--- config.mk ---
export PLATFORM = sky130hd
export DESIGN_NAME = seven_seg_capture_flat
export DESIGN_NICKNAME = d
export VERILOG_FILES = /design/src/rtl/seg_pkg.sv /design/src/rtl/seven_seg_capture_if.sv /design/src/rtl/seven_seg_decode.sv /design/src/rtl/seven_seg_capture.sv /design/src/flat_wrapper.sv
export SDC_FILE = /design/constraint.sdc
export NUM_CORES = 1
export LEC_CHECK = 0
export BUFFER_PORTS_ARGS = -buffer_cell sky130_fd_sc_hd__clkbuf_2
export CAP_MARGIN = 0
export CORE_MARGIN = 4
export CORE_UTILIZATION = 30
export CTS_BUF_LIST = sky130_fd_sc_hd__clkbuf_16
export CTS_CLUSTER_SIZE = 8
export DETAILED_ROUTE_END_ITERATION = 10
export GPL_TIMING_DRIVEN = 0
export HOLD_SLACK_MARGIN = 0.03
export PLACE_DENSITY = 0.59
export SLEW_MARGIN = 15
export SYNTH_ARGS = -nofsm -noshare
export SYNTH_HDL_FRONTEND = slang
export SYNTH_SLANG_ARGS = --single-unit
--- constraint.sdc ---
create_clock -name clk -period 2.39 [get_ports clk]
set_input_delay 0.478 -clock clk [delete_from_list [all_inputs] [get_ports clk]]
set_output_delay 0.478 -clock clk [all_outputs]
set_load 0.02 [all_outputs]
--- src/rtl/seg_pkg.sv ---
// Shared seven-segment definitions: segment vector type, active-low glyph
// constants (also used by the display encoder) and the capture FSM states.
// No ports; imported by the capture interface, decoder and top level.
package seg_pkg;

  // Bit 6 = segment a ... bit 0 = segment g, active low.
  typedef logic [6:0] seg_t;

  localparam seg_t SEG_BLANK  = 7'b1111111;
  localparam seg_t SEG_HEX_0  = 7'b0000001;
  localparam seg_t SEG_HEX_1  = 7'b1001111;
  localparam seg_t SEG_HEX_2  = 7'b0010010;
  localparam seg_t SEG_HEX_3  = 7'b0000110;
  localparam seg_t SEG_HEX_4  = 7'b1001100;
  localparam seg_t SEG_HEX_5  = 7'b0100100;
  localparam seg_t SEG_HEX_6  = 7'b0100000;
  localparam seg_t SEG_HEX_7  = 7'b0001111;
  localparam seg_t SEG_HEX_8  = 7'b0000000;
  localparam seg_t SEG_HEX_9  = 7'b0000100;
  localparam seg_t SEG_HEX_A  = 7'b0001000;
  localparam seg_t SEG_HEX_B  = 7'b1100000;
  localparam seg_t SEG_HEX_C  = 7'b0110001;
  localparam seg_t SEG_HEX_D  = 7'b1000010;
  localparam seg_t SEG_HEX_E  = 7'b0110000;
  localparam seg_t SEG_HEX_F  = 7'b0111000;

  typedef enum logic {
    SYNC = 1'b0,
    HOLD = 1'b1
  } fsm_state_e;

endpackage

--- src/rtl/seven_seg_capture_if.sv ---
// Display observation bus: pin-level segment/enable lines in, published frame out.
// Ports: seg/an (active-low pins, driven by the display side = master);
//        digits/digit_valid/frame_done/pattern_err (driven by the capture block = slave).
interface seven_seg_capture_if;
  import seg_pkg::*;

  seg_t        seg;
  logic [3:0]  an;
  logic [15:0] digits;
  logic [3:0]  digit_valid;
  logic        frame_done;
  logic        pattern_err;

  modport master (
    output seg, an,
    input  digits, digit_valid, frame_done, pattern_err
  );

  modport slave (
    input  seg, an,
    output digits, digit_valid, frame_done, pattern_err
  );

endinterface

--- src/rtl/seven_seg_decode.sv ---
// Combinational seven-segment glyph to hex nibble decoder.
// Ports: seg_i (active-low a..g) -> nibble_o, valid_o (legal hex glyph),
//        err_o (neither hex nor blank). Blank gives nibble 0, not valid, no error.
module seven_seg_decode
  import seg_pkg::*;
(
  input  seg_t       seg_i,
  output logic [3:0] nibble_o,
  output logic       valid_o,
  output logic       err_o
);

  always_comb begin
    nibble_o = 4'h0;
    valid_o  = 1'b1;
    err_o    = 1'b0;
    case (seg_i)
      SEG_HEX_0: nibble_o = 4'h0;
      SEG_HEX_1: nibble_o = 4'h1;
      SEG_HEX_2: nibble_o = 4'h2;
      SEG_HEX_3: nibble_o = 4'h3;
      SEG_HEX_4: nibble_o = 4'h4;
      SEG_HEX_5: nibble_o = 4'h5;
      SEG_HEX_6: nibble_o = 4'h6;
      SEG_HEX_7: nibble_o = 4'h7;
      SEG_HEX_8: nibble_o = 4'h8;
      SEG_HEX_9: nibble_o = 4'h9;
      SEG_HEX_A: nibble_o = 4'hA;
      SEG_HEX_B: nibble_o = 4'hB;
      SEG_HEX_C: nibble_o = 4'hC;
      SEG_HEX_D: nibble_o = 4'hD;
      SEG_HEX_E: nibble_o = 4'hE;
      SEG_HEX_F: nibble_o = 4'hF;
      SEG_BLANK: valid_o  = 1'b0;
      default: begin
        valid_o = 1'b0;
        err_o   = 1'b1;
      end
    endcase
  end

endmodule

--- src/rtl/seven_seg_capture.sv ---
// Reconstructs the four hex digits shown on a multiplexed active-low 7-seg bus.
// Ports: clk, reset_n (async active-low), bus (slave modport: seg/an in;
//        digits/digit_valid/frame_done/pattern_err out, all registered).
module seven_seg_capture
  import seg_pkg::*;
#(
  parameter int unsigned STABLE_CYCLES = 4
) (
  input  logic                clk,
  input  logic                reset_n,
  seven_seg_capture_if.slave  bus
);

  localparam logic [7:0] STABLE = 8'(STABLE_CYCLES);

  // Synchronisers idle at all-ones (no digit enabled, all segments off).
  seg_t        seg_m_q, seg_s_q;
  logic [3:0]  an_m_q, an_s_q;

  logic [10:0] prev_q;
  logic [7:0]  cnt_q, cnt_d;
  fsm_state_e  state_q;

  logic [15:0] sh_nib_q, sh_nib_d;
  logic [3:0]  sh_val_q, sh_val_d;
  logic [3:0]  seen_q, seen_d;

  logic [15:0] digits_q;
  logic [3:0]  digit_valid_q;
  logic        frame_done_q;
  logic        pattern_err_q;

  logic [10:0] cur;
  logic        changed;
  logic [3:0]  an_hot;
  logic        one_hot;
  logic        capture;
  logic [3:0]  dec_nib;
  logic        dec_val;
  logic        dec_err;

  always_ff @(posedge clk or negedge reset_n) begin
    if (!reset_n) begin
      seg_m_q <= SEG_BLANK;
      seg_s_q <= SEG_BLANK;
      an_m_q  <= 4'hF;
      an_s_q  <= 4'hF;
    end else begin
      seg_m_q <= bus.seg;
      seg_s_q <= seg_m_q;
      an_m_q  <= bus.an;
      an_s_q  <= an_m_q;
    end
  end

  seven_seg_decode u_decode (
    .seg_i    (seg_s_q),
    .nibble_o (dec_nib),
    .valid_o  (dec_val),
    .err_o    (dec_err)
  );

  assign cur     = {an_s_q, seg_s_q};
  assign changed = (cur != prev_q);
  assign an_hot  = ~an_s_q;
  assign one_hot = (an_hot != 4'h0) && ((an_hot & (an_hot - 4'd1)) == 4'h0);

  // cnt_d counts consecutive cycles with an unchanged synchronised bus.
  always_comb begin
    cnt_d = cnt_q;
    if (changed)
      cnt_d = 8'd0;
    else if (cnt_q < STABLE)
      cnt_d = cnt_q + 8'd1;
  end

  // Capture on the edge the counter reaches the threshold; cnt_d == STABLE
  // already implies the bus did not change this cycle.
  assign capture = (state_q == SYNC) && (cnt_d == STABLE) && one_hot;

  // Shadow contents as they would be after capturing the current digit.
  always_comb begin
    sh_nib_d = sh_nib_q;
    sh_val_d = sh_val_q;
    for (int i = 0; i < 4; i++) begin
      if (an_hot[i]) begin
        sh_nib_d[4*i +: 4] = dec_nib;
        sh_val_d[i]        = dec_val;
      end
    end
    seen_d = seen_q | an_hot;
  end

  always_ff @(posedge clk or negedge reset_n) begin
    if (!reset_n) begin
      prev_q        <= {4'hF, SEG_BLANK};
      cnt_q         <= 8'd0;
      state_q       <= SYNC;
      sh_nib_q      <= 16'h0000;
      sh_val_q      <= 4'h0;
      seen_q        <= 4'h0;
      digits_q      <= 16'h0000;
      digit_valid_q <= 4'h0;
      frame_done_q  <= 1'b0;
      pattern_err_q <= 1'b0;
    end else begin
      prev_q        <= cur;
      cnt_q         <= cnt_d;
      frame_done_q  <= 1'b0;
      pattern_err_q <= 1'b0;
      case (state_q)
        SYNC: begin
          if (capture) begin
            state_q       <= HOLD;
            sh_nib_q      <= sh_nib_d;
            sh_val_q      <= sh_val_d;
            pattern_err_q <= dec_err;
            if (seen_d == 4'hF) begin
              digits_q      <= sh_nib_d;
              digit_valid_q <= sh_val_d;
              frame_done_q  <= 1'b1;
              seen_q        <= 4'h0;
            end else begin
              seen_q        <= seen_d;
            end
          end
        end
        HOLD: begin
          if (changed)
            state_q <= SYNC;
        end
        default: state_q <= SYNC;
      endcase
    end
  end

  assign bus.digits      = digits_q;
  assign bus.digit_valid = digit_valid_q;
  assign bus.frame_done  = frame_done_q;
  assign bus.pattern_err = pattern_err_q;

endmodule

--- src/flat_wrapper.sv ---
// flat-port wrapper written by rule: the top's interface ports become plain ports
module seven_seg_capture_flat import seg_pkg::*;
#(
  parameter int unsigned STABLE_CYCLES = 4
)
  (clk, reset_n, bus_seg, bus_an, bus_digits, bus_digit_valid, bus_frame_done, bus_pattern_err);
  seven_seg_capture_if bus_i ();
  input  logic clk;
  input  logic reset_n;
  input wire logic [$bits(bus_i.seg)-1:0] bus_seg;
  input wire logic [$bits(bus_i.an)-1:0] bus_an;
  output wire logic [$bits(bus_i.digits)-1:0] bus_digits;
  output wire logic [$bits(bus_i.digit_valid)-1:0] bus_digit_valid;
  output wire logic [$bits(bus_i.frame_done)-1:0] bus_frame_done;
  output wire logic [$bits(bus_i.pattern_err)-1:0] bus_pattern_err;
  assign bus_i.seg = bus_seg;
  assign bus_i.an = bus_an;
  assign bus_digits = bus_i.digits;
  assign bus_digit_valid = bus_i.digit_valid;
  assign bus_frame_done = bus_i.frame_done;
  assign bus_pattern_err = bus_i.pattern_err;
  seven_seg_capture #(.STABLE_CYCLES(STABLE_CYCLES)) u_core (.clk(clk), .reset_n(reset_n), .bus(bus_i));
endmodule
=== Yosys cells after proc, flatten, opt, wreduce, memory -nomap -nowiden ===
Index checks and enable logic that the tools add are counted.
Widths: inputs -> output; s select.

* Input bits: 13
* Register bits after elaboration: 88
* Word-level logic and storage cells: 72

* Muxes and demuxes: 22
* Bitwise gates (word level): 4
* Add/sub/neg operators: 2
* Reduce and logical (&&, ||, !) cells: 10
* Equal/unequal tests: 19
* Order comparisons: 1

{| class="wikitable"
|+ Operators with widths
! operator !! count
|-
| $pmux 4 s15 || 1
|-
| $eq 7x6->1 const B || 5
|-
| $eq 7x7->1 const B || 5
|-
| $mux 4 || 5
|-
| $reduce_or 17->1 || 1
|-
| $mux 8 || 2
|-
| $reduce_or 16->1 || 1
|-
| $eq 7x3->1 const B || 2
|-
| $eq 7x4->1 const B || 2
|-
| $mux 1 || 13
|-
| $ne 11x11->1 || 1
|-
| $add 8x1->8 const B || 1
|-
| $eq 8x3->1 const B || 1
|-
| $lt 8x3->1 const B || 1
|-
| $eq 7x1->1 const B || 1
|-
| $eq 7x5->1 const B || 1
|-
| $logic_not 7->1 || 1
|-
| $and 4x4->4 || 1
|-
| $eq 4x4->1 const B || 1
|-
| $logic_not 4->1 || 1
|-
| $not 4->4 || 1
|-
| $or 4x4->4 || 1
|-
| $reduce_bool 4->1 || 1
|-
| $sub 4x1->4 const B || 1
|-
| other kinds (5) || 7
|}

=== Depth between registers and ports, before layout ===
Gate-level depths: netlist of the first run.

* Word-level depth: 8
* Mapped depth: 8

=== By module ===
From an unflattened synthesis of the first run, not the netlist that was laid out.

* Cells, all modules: 284
* Area, all modules: 4,097.7 sq um

{| class="wikitable"
|+ By module, submodules not included
! module !! area an instance (sq um) !! seq. area each (sq um) !! cells an instance !! times used
|-
| seven_seg_capture || 3,649.8 || 2,243.4 || 218 || 1
|-
| seven_seg_decode || 447.9 || 0.0 || 66 || 1
|}

=== Worst setup path before layout of the first run ===
Ideal clock, no wire load.

* Path kind: flip-flop to flip-flop
* Start point: reg u_core.seg_s_q[6]
* End point: reg u_core.digits_q[10] (netlist: u_core.bus.digits[10])
* Path slack: 0.008 ns
* Stages on the path, launching flop included: 8
* Buffers on the path: 2
* Data arrival time: 2.258 ns
* Period minus slack after synthesis: 2.382 ns
* Data required time: 2.265 ns
* Cells stage by stage: dfstp_2 > clkbuf_1 > xor2_1 > nor4_4 > nand4b_1 > nor4_2 > buf_4 > mux2_2

* Cells in the longest elaborated chain, start to end: 6
* Elaborated cells on any way between the ends: 23

{| class="wikitable"
|+ Ends and longest elaborated chain
! what !! RTL line !! text
|-
| from (decl) || seven_seg_capture.sv:17 || <nowiki>seg_t seg_m_q, seg_s_q;</nowiki>
|-
| from (signal assigned) || seven_seg_capture.sv:50 || <nowiki>seg_s_q <= seg_m_q;</nowiki>
|-
| $ne 11x11->1 || seven_seg_capture.sv:64 || <nowiki>assign changed = (cur != prev_q);</nowiki>
|-
| $mux 8 || seven_seg_capture.sv:71 || <nowiki>if (changed)</nowiki>
|-
| $eq 8x3->1 || seven_seg_capture.sv:79 || <nowiki>assign capture = (state_q == SYNC) && (cnt_d == STABLE) && one_hot;</nowiki>
|-
| $logic_and 1x1->1 (2 in series) || seven_seg_capture.sv:79 ||
|-
| $reduce_and 3->1 (no source line) || - ||
|-
| to (signal assigned) || seven_seg_capture.sv:119 || <nowiki>digits_q <= sh_nib_d;</nowiki>
|-
| to (decl) || seven_seg_capture.sv:28 || <nowiki>logic [15:0] digits_q;</nowiki>
|}

Several ways; a longest one is shown, not always the timed one.
A chain may end at the register's enable or synchronous reset.

=== Worst setup path after layout of the first run ===
* Start point: reg u_core.an_s_q[3]
* End point: reg u_core.digit_valid_q[1] (netlist: u_core.bus.digit_valid[1])

* Cells in the longest elaborated chain, start to end: 7
* Elaborated cells on any way between the ends: 14

{| class="wikitable"
|+ Ends and longest elaborated chain
! what !! RTL line !! text
|-
| from (decl) || seven_seg_capture.sv:18 || <nowiki>logic [3:0] an_m_q, an_s_q;</nowiki>
|-
| from (signal assigned) || seven_seg_capture.sv:52 || <nowiki>an_s_q <= an_m_q;</nowiki>
|-
| $not 4->4 || seven_seg_capture.sv:65 || <nowiki>assign an_hot = ~an_s_q;</nowiki>
|-
| $sub 4x1->4 || seven_seg_capture.sv:66 || <nowiki>assign one_hot = (an_hot != 4'h0) && ((an_hot & (an_hot - 4'd1)) == 4'h0);</nowiki>
|-
| $and 4x4->4 || seven_seg_capture.sv:66 ||
|-
| $logic_not 4->1 || seven_seg_capture.sv:66 ||
|-
| $logic_and 1x1->1 || seven_seg_capture.sv:66 ||
|-
| $logic_and 1x1->1 || seven_seg_capture.sv:79 ||
|-
| $reduce_and 3->1 (no source line) * || - ||
|-
| to (signal assigned) || seven_seg_capture.sv:120 || <nowiki>digit_valid_q <= sh_val_d;</nowiki>
|-
| to (decl) || seven_seg_capture.sv:29 || <nowiki>logic [3:0] digit_valid_q;</nowiki>
|}

Mark *: on every way between the ends. The rest lies on a longest branch, timed or not.

==> results of run 1 <==
flip-flops by register name (all words and copies together), names as in the netlist, 7 cells and up:
register,count
u_core.cnt_q,8
u_core.sh_nib_q,16
u_core.seg_s_q,7
u_core.bus.digits,16
u_core.prev_q,11
u_core.seg_m_q,7
repair_timing:
item | 4_1_cts | 5_1_grt
hold buffers | 0 | 0
setup endpoints to repair | 41 | 45
setup buffers | 13 | 14
gates cloned | 1 | 0
gates resized for setup | 32 | 39
pin swaps | 11 | 19
placed cells by master, fill, tap and decap left out, drive strengths merged, types with 7 or more instances in the layout:
master  instances
nand2          14
dfstp          33
mux2           28
dfrtp          55
clkbuf         57
buf            36
xor2           13
inv            11
nor2           11
nand3           7
o21ai          22
nor3           10
nor2b           7
and2            7
a21oi          10
cells by family (layout without fill, tap and decap cells):
logic type / Yosys count / after routing / synth area share
AO/OA/AOI/OAI: 74 / 74 / 0.127
XOR/XNOR: 14 / 14 / 0.0324
AND/OR/NAND/NOR: 91 / 91 / 0.155
buffers and inverters: 31 / 110 / 0.0333
adder cells (fa/ha/maj): 1 / 1 / 0.00312
flip-flops: 88 / 88 / 0.559
multiplexers: 33 / 33 / 0.0910
stage by stage:
step | power (mW) | instance area (um2) | instances | setup slack (ns)
finish | 3.27 | 5260 | 587 | 0.00663
global route | 3.41 | 5260 | 587 | -0.0836
CTS | 3.29 | 5010 | 573 | 0.00674
detailed placement | 1.79 | 4440 | 543 | -0.683
global placement | 1.78 | 4410 | 542 | -0.633
floorplan | 1.70 | 4020 | 332 | 0.00775
power breakdown:
group | internal, mW | leakage (nW) | switching, mW | total [mW]
Clock | 0.907 | 0.160 | 0.563 | 1.47
Sequential | 1.54 | 1.11 | 0.0210 | 1.56
Combinational | 0.0892 | 1.10 | 0.151 | 0.241
Total | 2.54 | 2.37 | 0.735 | 3.27
final cells by class:
cell class	instances	area, um2	share of cell area
clock inverter	7	87.6	0.0167
inverter	10	37.5	0.00714
multi-input combinational	213	1840	0.350
clock buffer	9	225	0.0428
buffer	21	145	0.0276
sequential	88	2240	0.427
tap	176	220	0.0419
timing repair buffer	63	459	0.0873
routing by layer:
layer  wire (um)  vias up
met5           0        -
met3         380       16
li1            -     1342
met4         192        0
met1        4350     1421
met2        4510       67
how the worst max path moves through the flow:
stage / from / end / depth (start not counted)
6_report: u_core.an_s_q[3] / u_core.bus.digit_valid[1] / 7
5_1_grt: u_core.cnt_q[1] / u_core.bus.digit_valid[2] / 7
4_1_cts: u_core.cnt_q[0] / u_core.sh_nib_q[2] / 7
3_5_place_dp: u_core.seg_s_q[5] / u_core.bus.digits[10] / 7
3_3_place_gp: u_core.seg_s_q[5] / u_core.bus.digits[6] / 7
2_1_floorplan: u_core.seg_s_q[6] / u_core.bus.digits[10] / 7
==> reports/qor.yml, run 1 <==
run_status:
  status: "finished clean"
grt:
  grt_max_degree: 50
  antenna_found_initial: 0
  met3_usage: 0.0341
  grt_pass1_wl_um: 15100
  grt_busiest_layer: "met2"
  grt_usage: 0.128
  overflow: 0
  grtUsageMet2: 0.195
  use_met1: 0.174
  first_global_vias: 2877
final_layout:
  final_util: 0.399
  area_growth_pct: 30.9
  diodes: 0
  nFillCells: 1239
  drive_above_1_share: 0.426
  finalNetCount: 420
floorplan:
  die_w_um: 124
  core-area_mm2: 0.0132
  start_util: 0.304
  die_h_um: 124
  io_pins: 35
  dieArea_mm2: 0.0153
  rows: 42
synth:
  yosysSeqAreaShare: 0.559
  synth_enable_flop_cells: 0
  synth_flop_cell: "dfrtp_1"
  ys_warn_count: 0
  yosys.area.top_type: "dfrtp_1"
  synth_area_per_cell_um2: 12.1
  ys_ff_latch: 88
  synth_most_common_cell: "dfrtp_1"
  yosys.area.top_type_share: 0.343
  synth_cell_types: 64
  synth_common_cells: "55 x dfrtp_1, 33 x dfstp_2, 23 x mux2_1"
  syn-num-nets: 346
  ys_top_cells_by_area: "dfrtp_1 34%, dfstp_2 22%, mux2_1 6.5%"
  syn_area_mm2: 0.00402
  async_reset_ff_frac: 1.00
  synthesis.instances: 332
sta:
  fmax_ghz: 0.420
  rsz0062_at_grt: "true"
  clock_skew_ns: 0.00782
  max_slew_margin: 0.480
  finalSetupTns_ns: 0
  finalHoldViolations: 0
  setup-violations-final: 0
  whs_ns: 0.170
  maxSlewViolCount: 0
  min_period_ns: 2.38
  worst_pin_slew_ns: 0.770
  min_period_over_period: 0.997
detailed_routing:
  routedWlPerCell_um: 16.1
  drt_iter0_drc: 195
  drtAntennaViolNets: 0
  vias: 2846
  first_pass_iters: 4
  vias_per_cell: 4.85
  drc: 0
  wl_um: 9430
critical_path:
  rr_startpoint: "u_core.an_s_q[3]"
  worst-setup-path-type: "reg -> reg"
  end_kind: "register"
  ff2ff_setup_slack_ns: 0.007
  path_max_fanout: 9
  critPathLaunchType: "register"
  cp_num_buf_inv: 2
  r2r_cells: 7
  critPathMaxStageDelay_ns: 0.57
  reg2reg_to: "u_core.bus.digit_valid[1]"
  cp.arrival_ns: 2.62
  critPathSlowestCell: "or4_4"
  crit_path_frequent_cell: "buf_4"
  crit_required_ns: 2.63
  cp_top_family: "simple AND/OR/NAND/NOR gates"
  crit_chain: "buf_4 > and4b_1 > a311oi_4 > or4_4 > buf_4 > or2_4 > o31ai_2"
clock_tree:
  clkSinkCount: 88
  cts_made_buffers: 9
  cts-root-buf: "clkbuf_16"
  htreeDepth: 3
  cts_buffer_depth: 2
  clk-insertion-delay-late_ns: 0.34
  cts_tree: "yes"
  cts.clk_slew.worst_paths_ns: 0.06
power_and_ir_drop:
  leakagePower_nw: 2.37
  cellPowerDensity_mw_per_mm2: 623
  vdd_drop_max_v: 0.000235
placement:
  port-buffer-count: 34
  place_congestion: 0.842
  dpl.hpwl_um: 6090
run:
  cap_violations: 0
hold_path:
  hp-class: "in -> async"
Note: power is estimated with default switching activity, not from simulation.
==> run 2: changes to the inputs <==
--- a/config.mk
+++ b/config.mk
@@ -14,7 +14,7 @@
 export DETAILED_ROUTE_END_ITERATION = 10
 export GPL_TIMING_DRIVEN = 0
 export HOLD_SLACK_MARGIN = 0.03
-export PLACE_DENSITY = 0.59
+export PLACE_DENSITY = 0.58
 export SLEW_MARGIN = 15
 export SYNTH_ARGS = -nofsm -noshare
 export SYNTH_HDL_FRONTEND = slang
==> constraint.sdc (replaced) <==
create_clock -name clk -period 2.2 [get_ports clk]
set_input_delay 0.44 -clock clk [delete_from_list [all_inputs] [get_ports clk]]
set_output_delay 0.44 -clock clk [all_outputs]
set_load 0.02 [all_outputs]
==> reports/qor.yml, run 2 (synthesis gave the netlist of run 1 again) <==
sta:
  fmax_ghz: 0.431  # was 0.420 GHz
  finalHoldViolations: 0  # unchanged
  whs_ns: 0.141  # was 0.170 ns
  min_period_ns: 2.32  # was 2.38 ns
  setup-violations-final: 36  # was 0
  worst_pin_slew_ns: 0.713  # was 0.770 ns
  max_slew_margin: 0.523  # was 0.480
  clock_skew_ns: 0.00616  # was 0.00782 ns
  min_period_over_period: 1.05  # was 0.997
  finalWorstSetupSlack_ns: -0.119  # was 0.00663 ns
  rsz0062_at_grt: "true"  # unchanged
  finalSetupTns_ns: -3.24  # was 0 ns
  maxSlewViolCount: 0  # unchanged
grt:
  antenna_found_initial: 0  # unchanged
  grt_usage: 0.135  # was 0.128
  overflow: 0  # unchanged
  first_global_vias: 3098  # was 2,877
  grt_pass1_wl_um: 15800  # was 15,100 um
  grt_max_degree: 47  # was 50
run_status:
  violations: "negative setup slack"
  status: "complete, but fails checks"  # was finished clean
critical_path:
  end_kind: "register"  # unchanged
  critPathLaunchType: "register"  # unchanged
  cp.arrival_ns: 2.54  # was 2.62 ns
  critPathMaxStageDelay_ns: 0.44  # was 0.57 ns
  critPathSlowestCell: "or3_4"  # was or4_4
  path_max_fanout: 6  # was 9
  crit_required_ns: 2.42  # was 2.63 ns
  worst-setup-path-type: "reg -> reg"  # unchanged
  crit_chain: "ha_4 > nor3b_4 > o2111ai_2 > or3_4 > nor3_4 > buf_12 > mux2_4"  # was buf_4 > and4b_1 > a311oi_4 > or4_4 > buf_4 > or2_4 > o31ai_2
detailed_routing:
  first_pass_iters: 4  # unchanged
  drtAntennaViolNets: 0  # unchanged
  vias_per_cell: 4.92  # was 4.85
  routedWlPerCell_um: 16.2  # was 16.1 um
  drt_iter0_drc: 121  # was 195
  drc: 0  # unchanged
  vias: 2922  # was 2,846
  wl_um: 9640  # was 9430 um
power_and_ir_drop:
  cellPowerDensity_mw_per_mm2: 646  # was 623 mW/mm2
  vdd_drop_max_v: 0.000266  # was 0.000235 V
  total_power_mw: 3.55  # was 3.27 mW
  leakagePower_nw: 2.44  # was 2.37 nW
clock_tree:
  cts-root-buf: "clkbuf_16"  # unchanged
  cts_buffer_depth: 2  # unchanged
  clk-insertion-delay-late_ns: 0.34  # about the same
  cts_tree: "yes"  # unchanged
  htreeDepth: 3  # unchanged
  ctsHoldBuffers: 0  # unchanged
  clkSinkCount: 88  # unchanged
  cts.clk_slew.worst_paths_ns: 0.06  # about the same
  cts_made_buffers: 9  # unchanged
final_layout:
  drive_above_1_share: 0.481  # was 0.426
  mostFrequentLayoutCell: "dfrtp_1"  # unchanged
  finalNetCount: 427  # was 420
  diodes: 0  # unchanged
  final_cell_mix: "54 x dfrtp_1, 35 x clkbuf_2, 33 x dfstp_2, 27 x buf_4, 26 x mux2_4"  # was 54 x dfrtp_1, 41 x clkbuf_2, 33 x dfstp_2, 23 x buf_4, 20 x o21ai_0
  area_growth_pct: 36.8  # was 30.9%
  layout.cells.non_filler: 594  # was 587
floorplan:
  die_h_um: 124  # unchanged
  io_pins: 35  # unchanged
  die_w_um: 124  # unchanged
  core-area_mm2: 0.0132  # unchanged
  rows: 42  # unchanged
  start_util: 0.304  # unchanged
  dieArea_mm2: 0.0153  # unchanged
run:
  cap_violations: 0  # unchanged
placement:
  place_congestion: 0.845  # was 0.842
  pre_cts_ws_ns: -0.598  # was -0.683 ns
  port-buffer-count: 34  # unchanged
  dp_cells: 543  # unchanged
  dpl.hpwl_um: 6140  # was 6090 um
hold_path:
  hp-class: "in -> async"  # unchanged
[run 2: stage by stage]
step                 util  area, um2
floorplan               -       4030
global placement    0.335       4420
detailed placement  0.337       4440
CTS                 0.404       5320
global route        0.416       5490
finish              0.416       5490
[run 2: repair_timing]
action                                 CTS  global route
buffers inserted                        26             8
endpoints found under the hold margin    0             0
setup endpoints to repair               46            46
cloned                                   1             1
resized for setup                       82            38
pin swaps                               15            14
[run 2: area by class of cell]
cell class | instances | area [um2]
multi-input cells | 213 | 1980
plain buffers | 20 | 169
inverters | 10 | 37.5
clock buffers | 9 | 225
fillers | 1226 | 7700
flip-flops and latches | 88 | 2240
repair buffers | 71 | 536
well taps | 176 | 220
clock inverters | 7 | 78.8
[run 2: worst max-delay path, delay by kind of cell, from the launching register on]
kind            cells  cell delay [ns]
flops               1             0.42
compound gates      1             0.14
fa+ha+maj           1             0.27
simple gates        3             0.92
buf+inv             1             0.16
mux                 1             0.30
[run 2: final timing paths]
check / start / to / slack, ns / depth (start not counted)
max reg2reg: u_core.cnt_q[1] / u_core.sh_nib_q[14] / -0.12 / 7
min: reset_n / u_core.bus.digits[9] / 0.14 / 1
min in group clk: bus_seg[0] / u_core.seg_m_q[0] / 0.18 / 1
max: u_core.cnt_q[1] / u_core.sh_nib_q[14] / -0.12 / 7
min reg2reg: u_core.seg_m_q[5] / u_core.seg_s_q[5] / 0.36 / 0
max in group asynchronous: reset_n / u_core.seg_m_q[6] / 1.35 / 2
[run 2: power breakdown]
group / internal, mW / total, mW / switching, mW
Combinational: 0.116 / 0.292 / 0.176
Clock: 0.974 / 1.56 / 0.585
Sequential: 1.68 / 1.70 / 0.0227
[run 2: layer usage]
layer | part of all wire | up-vias | track usage
met2 | 0.49 | 65 | 0.220
met5 | 0 | - | 0
met3 | 0.042 | 28 | 0.0422
met4 | 0.030 | 0 | 0.0602
li1 | - | 1354 | -
met1 | 0.43 | 1475 | 0.164
==> run 3: changes to the inputs <==
--- a/config.mk
+++ b/config.mk
@@ -14,7 +14,7 @@
 export DETAILED_ROUTE_END_ITERATION = 10
 export GPL_TIMING_DRIVEN = 0
 export HOLD_SLACK_MARGIN = 0.03
-export PLACE_DENSITY = 0.58
+export PLACE_DENSITY = 0.59
 export SLEW_MARGIN = 15
 export SYNTH_ARGS = -nofsm -noshare
 export SYNTH_HDL_FRONTEND = slang
==> constraint.sdc (replaced) <==
create_clock -name clk -period 2.11 [get_ports clk]
set_input_delay 0.422 -clock clk [delete_from_list [all_inputs] [get_ports clk]]
set_output_delay 0.422 -clock clk [all_outputs]
set_load 0.02 [all_outputs]
==> reports/qor.yml, run 3 (synthesis gave the netlist of run 1 again) <==
clock_tree:
  cts-root-buf: "clkbuf_16"  # unchanged
  clk-insertion-delay-late_ns: 0.33  # was 0.34 ns
  htreeDepth: 3  # unchanged
  cts_made_buffers: 9  # unchanged
  cts_tree: "yes"  # unchanged
  cts.clk_slew.worst_paths_ns: 0.06  # about the same
  cts_buffer_depth: 2  # unchanged
  clkSinkCount: 88  # unchanged
  ctsHoldBuffers: 0  # unchanged
detailed_routing:
  drc: 0  # unchanged
  first_pass_iters: 4  # unchanged
  routedWlPerCell_um: 16.5  # was 16.2 um
  wl_um: 9850  # was 9640 um
  vias: 2930  # was 2,922
  drt_iter0_drc: 163  # was 121
  vias_per_cell: 4.92  # about the same
  drtAntennaViolNets: 0  # unchanged
final_layout:
  diodes: 0  # unchanged
  final_cell_mix: "54 x dfrtp_1, 36 x clkbuf_2, 33 x dfstp_2, 28 x mux2_4, 27 x buf_4"  # was 54 x dfrtp_1, 35 x clkbuf_2, 33 x dfstp_2, 27 x buf_4, 26 x mux2_4
  drive_above_1_share: 0.518  # was 0.481
  layout.cells.non_filler: 595  # was 594
  final_util: 0.425  # was 0.416
  area_growth_pct: 39.6  # was 36.8%
  mostFrequentLayoutCell: "dfrtp_1"  # unchanged
  nFillCells: 1179  # was 1,226
  finalNetCount: 429  # was 427
sta:
  min_period_ns: 2.36  # was 2.32 ns
  whs_ns: 0.147  # was 0.141 ns
  worst_pin_slew_ns: 0.723  # was 0.713 ns
  min_period_over_period: 1.12  # was 1.05
  finalWorstSetupSlack_ns: -0.249  # was -0.119 ns
  max_slew_margin: 0.510  # was 0.523
  maxSlewViolCount: 0  # unchanged
  clock_skew_ns: 0.00727  # was 0.00616 ns
  finalHoldViolations: 0  # unchanged
  rsz0062_at_grt: "true"  # unchanged
  setup-violations-final: 46  # was 36
  fmax_ghz: 0.424  # was 0.431 GHz
floorplan:
  die_h_um: 124  # unchanged
  rows: 42  # unchanged
  core-area_mm2: 0.0132  # unchanged
  io_pins: 35  # unchanged
  dieArea_mm2: 0.0153  # unchanged
  die_w_um: 124  # unchanged
  start_util: 0.304  # unchanged
grt:
  grtUsageMet2: 0.213  # was 0.220
  grt_pass1_wl_um: 15800  # about the same
  met3_usage: 0.0295  # was 0.0422
  grt_busiest_layer: "met2"  # unchanged
  first_global_vias: 3019  # was 3,098
  antenna_found_initial: 0  # unchanged
  use_met1: 0.178  # was 0.164
  grt_usage: 0.133  # was 0.135
  overflow: 0  # unchanged
  grt_max_degree: 48  # was 47
critical_path:
  path_depth: 7  # unchanged
  cp_top_family: "simple AND/OR/NAND/NOR gates"  # unchanged
  end_kind: "register"  # unchanged
  path_max_fanout: 6  # unchanged
  worst-setup-path-type: "reg -> reg"  # unchanged
  cp-startpoint: "u_core.cnt_q[1]"  # unchanged
  crit_required_ns: 2.32  # was 2.42 ns
  critPathSlowestCell: "or3_4"  # unchanged
  cp_num_buf_inv: 1  # unchanged
  critPathLaunchType: "register"  # unchanged
  cp.arrival_ns: 2.57  # was 2.54 ns
  critPathMaxStageDelay_ns: 0.47  # was 0.44 ns
  r2r_cells: 7  # unchanged
  crit_chain: "ha_4 > nor3b_4 > o2111ai_2 > or3_4 > nor3_4 > buf_12 > mux2_4"  # unchanged
  rr_startpoint: "u_core.cnt_q[1]"  # unchanged
power_and_ir_drop:
  switching_share: 0.230  # was 0.221
  total_power_mw: 3.63  # was 3.55 mW
  cellPowerDensity_mw_per_mm2: 648  # was 646 mW/mm2
  vdd_drop_max_v: 0.000322  # was 0.000266 V
  power_frac_clock: 0.426  # was 0.439
  combPwrFrac: 0.086  # was 0.082
  p_sw_uw: 836  # was 783 uW
  leakagePower_nw: 2.47  # was 2.44 nW
  pwr-share-seq: 0.488  # was 0.478
  p_int_mw: 2.79  # was 2.77 mW
placement:
  place_congestion: 0.798  # was 0.845
  dpl.hpwl_um: 6110  # was 6140 um
  port-buffer-count: 34  # unchanged
  dp_cells: 543  # unchanged
  pre_cts_ws_ns: -0.483  # was -0.598 ns
run:
  cap_violations: 0  # unchanged
run_status:
  violations: "negative setup slack"  # unchanged
  status: "complete, but fails checks"  # unchanged
hold_path:
  hp-class: "in -> async"  # unchanged
==> run 3: repair_timing <==
action	in CTS	in global routing
setup endpoints to repair	46	49
gates resized for setup	77	55
setup buffers	25	15
endpoints found under the hold margin	0	0
gates cloned	1	0
pin swaps	17	24
==> run 3: metal layers <==
metal / vias up / routed length, um
met5: - / 0
met4: 0 / 180
met3: 15 / 391
met2: 60 / 5040
met1: 1494 / 4230
li1: 1361 / -
==> run 3: power by group through the flow <==
| stage | sequential (mW) | combinational, mW | clock [mW] |
|---|---|---|---|
| after floorplan | 1.79 | 0.143 | 0 |
| after global placement | 1.80 | 0.221 | 0 |
| after detailed placement | 1.80 | 0.230 | 0 |
| after CTS | 1.77 | 0.268 | 1.58 |
| after global routing | 1.78 | 0.341 | 1.65 |
| final | 1.77 | 0.310 | 1.55 |
==> run 3: through the flow <==
stage               TNS, ns  cell area (um2)
CTS                  -11.64             5330
global route         -11.59             5610
finish                -8.56             5610
detailed placement   -17.73             4510
global placement     -33.51             4490
floorplan             -2.05             4100
==> run 3: cell type report <==
type / instances / area [um2] / share of cell area
flip-flops and latches: 88 / 2240 / 0.400
multi-input cells: 213 / 2060 / 0.367
repair buffers: 75 / 596 / 0.106
clock buffers: 11 / 275 / 0.0491
well taps: 176 / 220 / 0.0393
plain buffers: 18 / 154 / 0.0275
inverters: 10 / 41.3 / 0.00737
clock inverters: 4 / 18.8 / 0.00335
==> run 3: worst paths after layout <==
check / to / slack, ns
worst max-delay path: u_core.sh_nib_q[10] / -0.25
worst min-delay path: u_core.bus.digits[9] / 0.15
worst max register to register: u_core.sh_nib_q[10] / -0.25
worst min register to register: u_core.seg_s_q[4] / 0.35
max in group asynchronous: u_core.prev_q[1] / 1.25
min in group clk: u_core.seg_m_q[0] / 0.17
